[config.mk]
export PLATFORM = sky130hd
export DESIGN_NAME = rr_grant_sched
export DESIGN_NICKNAME = d
export VERILOG_FILES = /design/src/rtl/rr_grant_sched_pkg.sv /design/src/rtl/rr_onehot_to_bin.sv /design/src/rtl/rr_grant_sched.sv
export SDC_FILE = /design/constraint.sdc
export NUM_CORES = 1
export LEC_CHECK = 0
export CAP_MARGIN = 20
export CORE_AREA = 2 2 50 52
export CTS_CLUSTER_SIZE = 14
export DETAILED_ROUTE_END_ITERATION = 16
export DIE_AREA = 0 0 52 54
export PLACE_DENSITY = 0.82
export SLEW_MARGIN = 20
export SYNTH_ARGS = -nofsm -noshare
export SYNTH_HDL_FRONTEND = slang
export SYNTH_HIERARCHICAL = 1
export SYNTH_SLANG_ARGS = --single-unit
export TNS_END_PERCENT = 5
[constraint.sdc]
create_clock -name clk -period 3.19 [get_ports clk]
set_input_delay 0.638 -clock clk [delete_from_list [all_inputs] [get_ports clk]]
set_output_delay 0.638 -clock clk [all_outputs]
set_load 0.01 [all_outputs]
[src/rtl/rr_grant_sched_pkg.sv]
// Shared types and helpers for the round-robin grant scheduler.
// Holds the state encoding, requester-count derivation and rotate-priority select.
package rr_grant_sched_pkg;

  localparam logic ST_IDLE = 1'b0;
  localparam logic ST_BUSY = 1'b1;

  typedef enum logic {
    IDLE = ST_IDLE,
    BUSY = ST_BUSY
  } state_e;

  function automatic int num_req(input int idx_width);
    return 1 << idx_width;
  endfunction

  // First set bit of req searching ptr, ptr+1, ... modulo n; n is a power of two.
  function automatic logic [31:0] rr_select(
    input logic [31:0] req,
    input int unsigned ptr,
    input int unsigned n
  );
    logic [31:0] sel;
    logic        found;
    int unsigned idx;
    sel   = '0;
    found = 1'b0;
    idx   = 0;
    for (int unsigned i = 0; i < 32; i++) begin
      if (i < n) begin
        idx = (ptr + i) % n;
        if (!found && req[idx[4:0]]) begin
          sel[idx[4:0]] = 1'b1;
          found         = 1'b1;
        end
      end
    end
    return sel;
  endfunction

endpackage

[src/rtl/rr_onehot_to_bin.sv]
// One-hot to binary encoder for the grant index.
// All-zero input encodes to index 0.
import rr_grant_sched_pkg::*;

module rr_onehot_to_bin #(
  parameter  int IDX_WIDTH = 2,
  localparam int NUM_REQ   = num_req(IDX_WIDTH)
) (
  input  logic [NUM_REQ-1:0]   onehot,
  output logic [IDX_WIDTH-1:0] idx
);

  always_comb begin
    idx = '0;
    for (int i = 0; i < NUM_REQ; i++) begin
      if (onehot[i]) begin
        idx = idx | IDX_WIDTH'(i);
      end
    end
  end

endmodule

[src/rtl/rr_grant_sched.sv]
// Round-robin scheduler with bounded tenure, registered one-hot grant
// and binary grant index for a downstream mux select.
import rr_grant_sched_pkg::*;

module rr_grant_sched #(
  parameter  int IDX_WIDTH  = 2,
  parameter  int HOLD_WIDTH = 4,
  parameter  int MAX_HOLD   = 4,
  localparam int NUM_REQ    = num_req(IDX_WIDTH)
) (
  input  logic                 clk,
  input  logic                 rst_n,
  input  logic                 enable,
  input  logic [NUM_REQ-1:0]   req,
  output logic [NUM_REQ-1:0]   grant,
  output logic [IDX_WIDTH-1:0] grant_idx,
  output logic                 grant_valid
);

  localparam logic [HOLD_WIDTH-1:0] HOLD_LAST =
    HOLD_WIDTH'(MAX_HOLD - 1);

  state_e                state;
  state_e                state_n;
  logic [IDX_WIDTH-1:0]  ptr;
  logic [IDX_WIDTH-1:0]  ptr_n;
  logic [IDX_WIDTH-1:0]  owner;
  logic [IDX_WIDTH-1:0]  owner_n;
  logic [HOLD_WIDTH-1:0] hold_cnt;
  logic [HOLD_WIDTH-1:0] hold_n;
  logic [NUM_REQ-1:0]    grant_n;
  logic [IDX_WIDTH-1:0]  grant_idx_n;
  logic [NUM_REQ-1:0]    sel_oh;
  logic [NUM_REQ-1:0]    owner_oh;
  logic                  others;
  logic                  take_new;

  assign sel_oh = NUM_REQ'(rr_select(32'(req), 32'(ptr), NUM_REQ));

  assign owner_oh = NUM_REQ'(1) << owner;
  assign others   = |(req & ~owner_oh);

  always_comb begin
    state_n  = state;
    hold_n   = hold_cnt;
    grant_n  = grant;
    take_new = 1'b0;
    unique case (state)
      IDLE: begin
        if (enable && |req) begin
          grant_n  = sel_oh;
          hold_n   = '0;
          take_new = 1'b1;
          state_n  = BUSY;
        end
      end
      BUSY: begin
        hold_n = hold_cnt + 1'b1;
        if (!enable) begin
          grant_n = '0;
          hold_n  = '0;
          state_n = IDLE;
        end else if (!req[owner]) begin
          // Release wins over hold expiry; a newcomer is eligible here.
          if (|req) begin
            grant_n  = sel_oh;
            hold_n   = '0;
            take_new = 1'b1;
          end else begin
            grant_n = '0;
            hold_n  = '0;
            state_n = IDLE;
          end
        end else if (hold_cnt == HOLD_LAST) begin
          hold_n = '0;
          if (others) begin
            grant_n  = sel_oh;
            take_new = 1'b1;
          end
        end
      end
      default: begin
        state_n = IDLE;
        grant_n = '0;
        hold_n  = '0;
      end
    endcase
  end

  rr_onehot_to_bin #(
    .IDX_WIDTH(IDX_WIDTH)
  ) u_enc (
    .onehot(grant_n),
    .idx   (grant_idx_n)
  );

  always_comb begin
    owner_n = owner;
    ptr_n   = ptr;
    if (take_new) begin
      owner_n = grant_idx_n;
      ptr_n   = grant_idx_n + IDX_WIDTH'(1);
    end
  end

  always_ff @(posedge clk or negedge rst_n) begin
    if (!rst_n) begin
      state       <= IDLE;
      ptr         <= '0;
      owner       <= '0;
      hold_cnt    <= '0;
      grant       <= '0;
      grant_idx   <= '0;
      grant_valid <= 1'b0;
    end else begin
      state       <= state_n;
      ptr         <= ptr_n;
      owner       <= owner_n;
      hold_cnt    <= hold_n;
      grant       <= grant_n;
      grant_idx   <= grant_idx_n;
      grant_valid <= |grant_n;
    end
  end

endmodule

==> results.cfg, run 1 <==
[status]
outcome = finished, final reports clean

[timing]
worst_pin_slew_ps = 698
finalCriticalPeriod_ps = 3000
rsz0062_at_grt = false
worst_slack_ps = 194
fin_hold_ws_ps = 523
slew_viol_final = 0
finClkSkew_ps = 0.767
hold_viol = 0
max_freq_mhz = 334
finalSetupViolCount = 0
fin_setup_tns_ps = 0
fin_crit_sh_pct = 93.9
slew_headroom_pct = 53.3

[routing]
ant_nets = 0
via_per_inst = 5.96
firstDrtPassIters = 4
via_count = 864
wire_per_inst_um = 16.0
drc = 0
wl_um = 2320
first_iter_violations = 26

[die]
initial_core_util_pct = 46.3
die_x_um = 52
dieArea_sq_um = 2810
chipHeight_um = 54
fp.coreArea_sq_um = 2320
rows = 18
ios = 14

[global_routing]
antenna_found_initial = 0
grt_pass1_wl_um = 3630
track_usage_pct = 17.8
overflow = 0
grt_pass1_vias = 850
grt_max_degree = 17

[run]
cap_violations = 0

[placement]
dp_hpwl_um = 1770
portBuffers = 13
dp_slack_ps = 65.4
gp_congestion = 0.773

[cells_and_area]
drive_gt1_share_pct = 20.9
mostFrequentLayoutCells = dfrtp_1, clkdlybuf4s50_1, nor2_1, ha_1, o31ai_1
fill_cells = 199
nNetsFinal = 130
synthToLayoutAreaGrowth_pct = 19.9
antenna_cells = 0
mostFrequentLayoutCell = dfrtp_1

[power_and_ir_drop]
p_leak_nw = 0.583
vdd_drop_max_mv = 0.464
cellPowerDensity_nw_per_um2 = 859

[critical_path]
critPathCaptureType = register
crit_type = reg -> reg
crit_required_ps = 3370
startpoint_type = register
critPathMaxFanout = 6
cp.arrival_ps = 3180

[cts]
clkLatencyLatePin_ps = 290
hold_buffers = 0
htreeDepth = 1
clock-sinks = 16
path_clk_slew_ps = 90
cts_resized = 0
cts_inserted_buffers = 3
tritoncts = yes
clockBufferDepth = 2
clockRootBuffer = clkbuf_4
postCtsSetupBuffers = 0

[synthesis]
yosysUniqueCellTypes = 38
ys_seq_elements = 16
synthCells = 97
ys_warn_count = 6
synth_edf_count = 0
post_synth.cell_area_avg_sq_um = 11.1
syn_area_sq_um = 1070
async_flop_share_pct = 100
yosysSeqAreaShare_pct = 37.3
synth_flop_cell = dfrtp_1
syn-num-nets = 111

[hold_path]
min_path_type = reg -> reg
stage by stage:
step                power (mW)  utilization, %  cells  instance area (sq um)
finish                    1.11            55.6    145                   1290
CTS                       1.10            55.6    145                   1290
global placement         0.943            54.0    141                   1250
floorplan                0.762               -     97                   1070
global route              1.18            55.6    145                   1290
detailed placement       0.966            54.0    141                   1250
sequential cells by signal, indices dropped and copies added, names as in the netlist:
register / cells
grant: 4
grant_idx: 2
grant_valid: 1
hold_cnt: 4
owner: 2
ptr: 2
state: 1
synthesized netlist by cell type (all sizes together) (2+ instances only):
master	instances	area, sq um
dfrtp	16	400
nor2	9	33.8
ha	7	87.6
o31ai	6	45.0
a22o	5	48.8
and3	5	36.3
mux2i	5	50.1
a211oi	4	30.0
a22oi	4	30.0
mux2	4	45.0
mux4	3	67.6
nand2	3	11.3
or2	3	21.3
and2	2	15.0
inv	2	7.51
nor2b	2	20.0
o21ai	2	10.0
path summary, 6_finish.rpt:
check	startpoint	to	slack, ps	depth (start not counted)
max	ptr[1]	owner[1]	190	9
min	hold_cnt[3]	hold_cnt[3]	520	1
max reg2reg	ptr[1]	owner[1]	190	9
min reg2reg	hold_cnt[3]	hold_cnt[3]	520	1
max in group asynchronous	rst_n	grant[2]	1990	1
min in group asynchronous	rst_n	grant[0]	760	1
cell families (layout without fill, tap and decap cells):
family	count (synthesis)	after routing	synth area share (%)
compound gates	29	29	21.3
simple gates	29	29	16.2
flops	16	16	37.3
mux	12	12	15.1
fa+ha+maj	7	7	8.15
buf+inv	3	21	1.16
xor+xnor	1	1	0.815
worst max-delay path, stage by stage (launching register included):
cell and delay, ps:
dfrtp_1 480, inv_1 170, ha_1 400, mux4_2 540
nor2b_4 150, a22oi_1 210, o31ai_1 130, a22o_2 240
or2_1 260, mux2_1 300
power breakdown:
part           internal [mW]  leakage [nW]  switching [mW]  total, mW
clock network         0.0696        0.0210          0.0675      0.137
logic                  0.330         0.355           0.317      0.647
registers              0.270         0.207          0.0527      0.323
total                  0.670         0.583           0.437       1.11
metal layers:
metal / wire [um] / global-route usage (%) / vias to the layer above
met5: 0 / 0 / -
met4: 68 / 11.8 / 0
met3: 75 / 1.94 / 6
met2: 1130 / 29.3 / 24
met1: 1050 / 22.0 / 423
li1: - / - / 411
cell type report:
cell class	instances	area, sq um	share of cell area, %
sequential	16	400	31.1
timing repair buffer	15	145	11.3
inverter	2	7.51	0.583
tap	30	37.5	2.91
multi-input combinational	78	662	51.4
clock buffer	4	36.3	2.82
(Power assumes the default switching activity.)
==> run 2: changes to the inputs <==
--- a/config.mk
+++ b/config.mk
@@ -5,12 +5,13 @@
 export SDC_FILE = /design/constraint.sdc
 export NUM_CORES = 1
 export LEC_CHECK = 0
+export ABC_AREA = 1
 export CAP_MARGIN = 20
-export CORE_AREA = 2 2 50 52
+export CORE_AREA = 2 2 52 54
 export CTS_CLUSTER_SIZE = 14
 export DETAILED_ROUTE_END_ITERATION = 16
-export DIE_AREA = 0 0 52 54
-export PLACE_DENSITY = 0.82
+export DIE_AREA = 0 0 54 56
+export PLACE_DENSITY = 0.74
 export SLEW_MARGIN = 20
 export SYNTH_ARGS = -nofsm -noshare
 export SYNTH_HDL_FRONTEND = slang
==> run 2 against run 1 <==
Largest cell class unchanged. Critical endpoint is now ptr[1]. Area after synthesis increased by 10%. Global-route usage increased by 1.2 points. Clock skew hardly changed. Cell count is 43% higher. Final area grew 6.9%.
==> results.cfg, run 2 <==
[status]
outcome = finished, final reports clean

[critical_path]
crit_type = reg -> reg
cp.arrival_ps = 2640
critPathCaptureType = register
timing.rr.end = ptr[1]
reg2reg_slack_ps = 770
critPathMaxFanout = 11
reg2reg_from = ptr[0]
startpoint_type = register
r2r.worst_path.cells = 17
crit_required_ps = 3410

[die]
rows = 18
initial_core_util_pct = 48.7
dieArea_sq_um = 3020
fp.coreArea_sq_um = 2430
die_x_um = 54
ios = 14
chipHeight_um = 56

[timing]
finClkSkew_ps = 0.608
rsz0062_at_grt = false
finalCriticalPeriod_ps = 2420
hold_viol = 0
slew_viol_final = 0
fin_setup_tns_ps = 0
worst_pin_slew_ps = 701
finalSetupViolCount = 0
max_freq_mhz = 414
worst_slack_ps = 775
fin_crit_sh_pct = 75.7
slew_headroom_pct = 53.1

[synthesis]
synthTopCellsByCount = nand2_1, nand3_1, inv_1
ys_warn_count = 6
synth_flop_cell = dfrtp_1
yosysTopAreaCellShare_pct = 33.8
yosys-top-cells-area = dfrtp_1, nand2_1, nand3_1, ha_1, inv_1
syn_area_sq_um = 1180
syn-num-nets = 176
yosysUniqueCellTypes = 23
ys_seq_elements = 16
synthCells = 162
synth_edf_count = 0
yosys.area.top_type = dfrtp_1
yosysSeqAreaShare_pct = 33.8
post_synth.cell_area_avg_sq_um = 7.31
yosysMostFrequentCell = nand2_1
async_flop_share_pct = 100

[cts]
clockBufferDepth = 2
path_clk_slew_ps = 90
clockRootBuffer = clkbuf_4
cts_inserted_buffers = 3
postCtsSetupBuffers = 0
clock-sinks = 16
cts_resized = 0
tritoncts = yes
clkLatencyLatePin_ps = 290
hold_buffers = 0
htreeDepth = 1

[cells_and_area]
antenna_cells = 0
top_regs = grant: 4 flops, hold_cnt: 4 flops
seqCellArea_sq_um = 400
synthToLayoutAreaGrowth_pct = 16.3
mostFrequentLayoutCell = nand2_1
mostFrequentLayoutCells = nand2_1, nand3_1, inv_1, dfrtp_1, clkdlybuf4s50_1
drive_gt1_share_pct = 11.8
nNetsFinal = 193
fill_cells = 244
multiInputGateArea_sq_um = 692

[hold_path]
hold_depth = 2
whs_endpoint = grant[0]
min_path_type = reg -> reg
worstHoldStart = grant[0]

[placement]
dp_slack_ps = 588
dp_hpwl_um = 2070
gp_congestion = 0.783
portBuffers = 13

[power_and_ir_drop]
vdd_drop_max_mv = 0.454
cellPowerDensity_nw_per_um2 = 875
p_leak_nw = 0.699

[routing]
first_iter_violations = 23
wl_um = 2520
drc = 0
via_per_inst = 5.37
firstDrtPassIters = 4
via_count = 1117
wire_per_inst_um = 12.1
ant_nets = 0

[run]
cap_violations = 0

[global_routing]
grt_max_degree = 17
track_usage_pct = 18.9
overflow = 0
antenna_found_initial = 0
grt_pass1_wl_um = 4360
grt_pass1_vias = 1057
run 2: changes by cell type in the layout (fill, tap and decap cells not counted), moves of 5 or more:
cell / change
nand2_1: +50
nand3_1: +25
inv_1: +15
o31ai_1: -6
mux2i_1: -5
nand2_2: +5
run 2: area by class of cell:
type	count	share of cell area, %
clock buffers	4	2.63
inverters	21	5.90
multi-input cells	124	50.2
flip-flops and latches	16	29.1
well taps	30	2.72
repair buffers	13	9.45
run 2: critical path, stage by stage, from the launching register on:
cell and delay, ps:
dfrtp_1 620, inv_4 130, ha_1 370, inv_1 110
nand3_1 80, nand2_1 130, nand2_4 80, nor2_4 130
nand2_1 60, nand3b_1 80, nand2_1 60, nand2_2 80
inv_1 40, nand2_1 100, nand2_1 90, nand2_1 70
nand2_1 40, o21ai_1 70
run 2: report_power, final:
group	leakage, nW	total (mW)	internal (mW)	switching [mW]
sequential	0.209	0.339	0.270	0.0685
clock	0.0210	0.136	0.0696	0.0659
combinational	0.469	0.730	0.284	0.447
run 2: kinds of logic (layout without fill, tap and decap cells):
| logic type | after synthesis | in the layout | share of synthesized area [%] |
|---|---|---|---|
| simple gates | 101 | 101 | 42.7 |
| buf+inv | 22 | 38 | 7.81 |
| flops | 16 | 16 | 33.8 |
| compound gates | 15 | 15 | 7.60 |
| fa+ha+maj | 7 | 7 | 7.39 |
| xor+xnor | 1 | 1 | 0.739 |
run 2: routing by layer:
layer  global-route usage, %  wire length (um)
met5                       0                 0
met4                    5.71                34
met3                    2.96                64
met2                    35.2              1350
met1                    21.1              1070
run 2: how the worst max path moves through the flow:
stage                     slack [ps]     end   start
after floorplan                 1180  ptr[1]  ptr[1]
after global placement           620  ptr[1]  req[2]
after detailed placement         590  ptr[1]  req[2]
after CTS                        790  ptr[1]  ptr[0]
after global routing             560  ptr[1]  ptr[0]
final                            770  ptr[1]  ptr[0]
run 2: through the flow:
step | instance area (sq um) | cells | util (%) | power, mW | hold slack, ps
detailed placement | 1340 | 204 | 55.1 | 1.07 | 504
floorplan | 1180 | 162 | - | 0.875 | 342
global route | 1380 | 208 | 56.6 | 1.31 | 558
CTS | 1380 | 208 | 56.6 | 1.21 | 530
finish | 1380 | 208 | 56.6 | 1.20 | 529
global placement | 1340 | 204 | 55.1 | 1.05 | 498
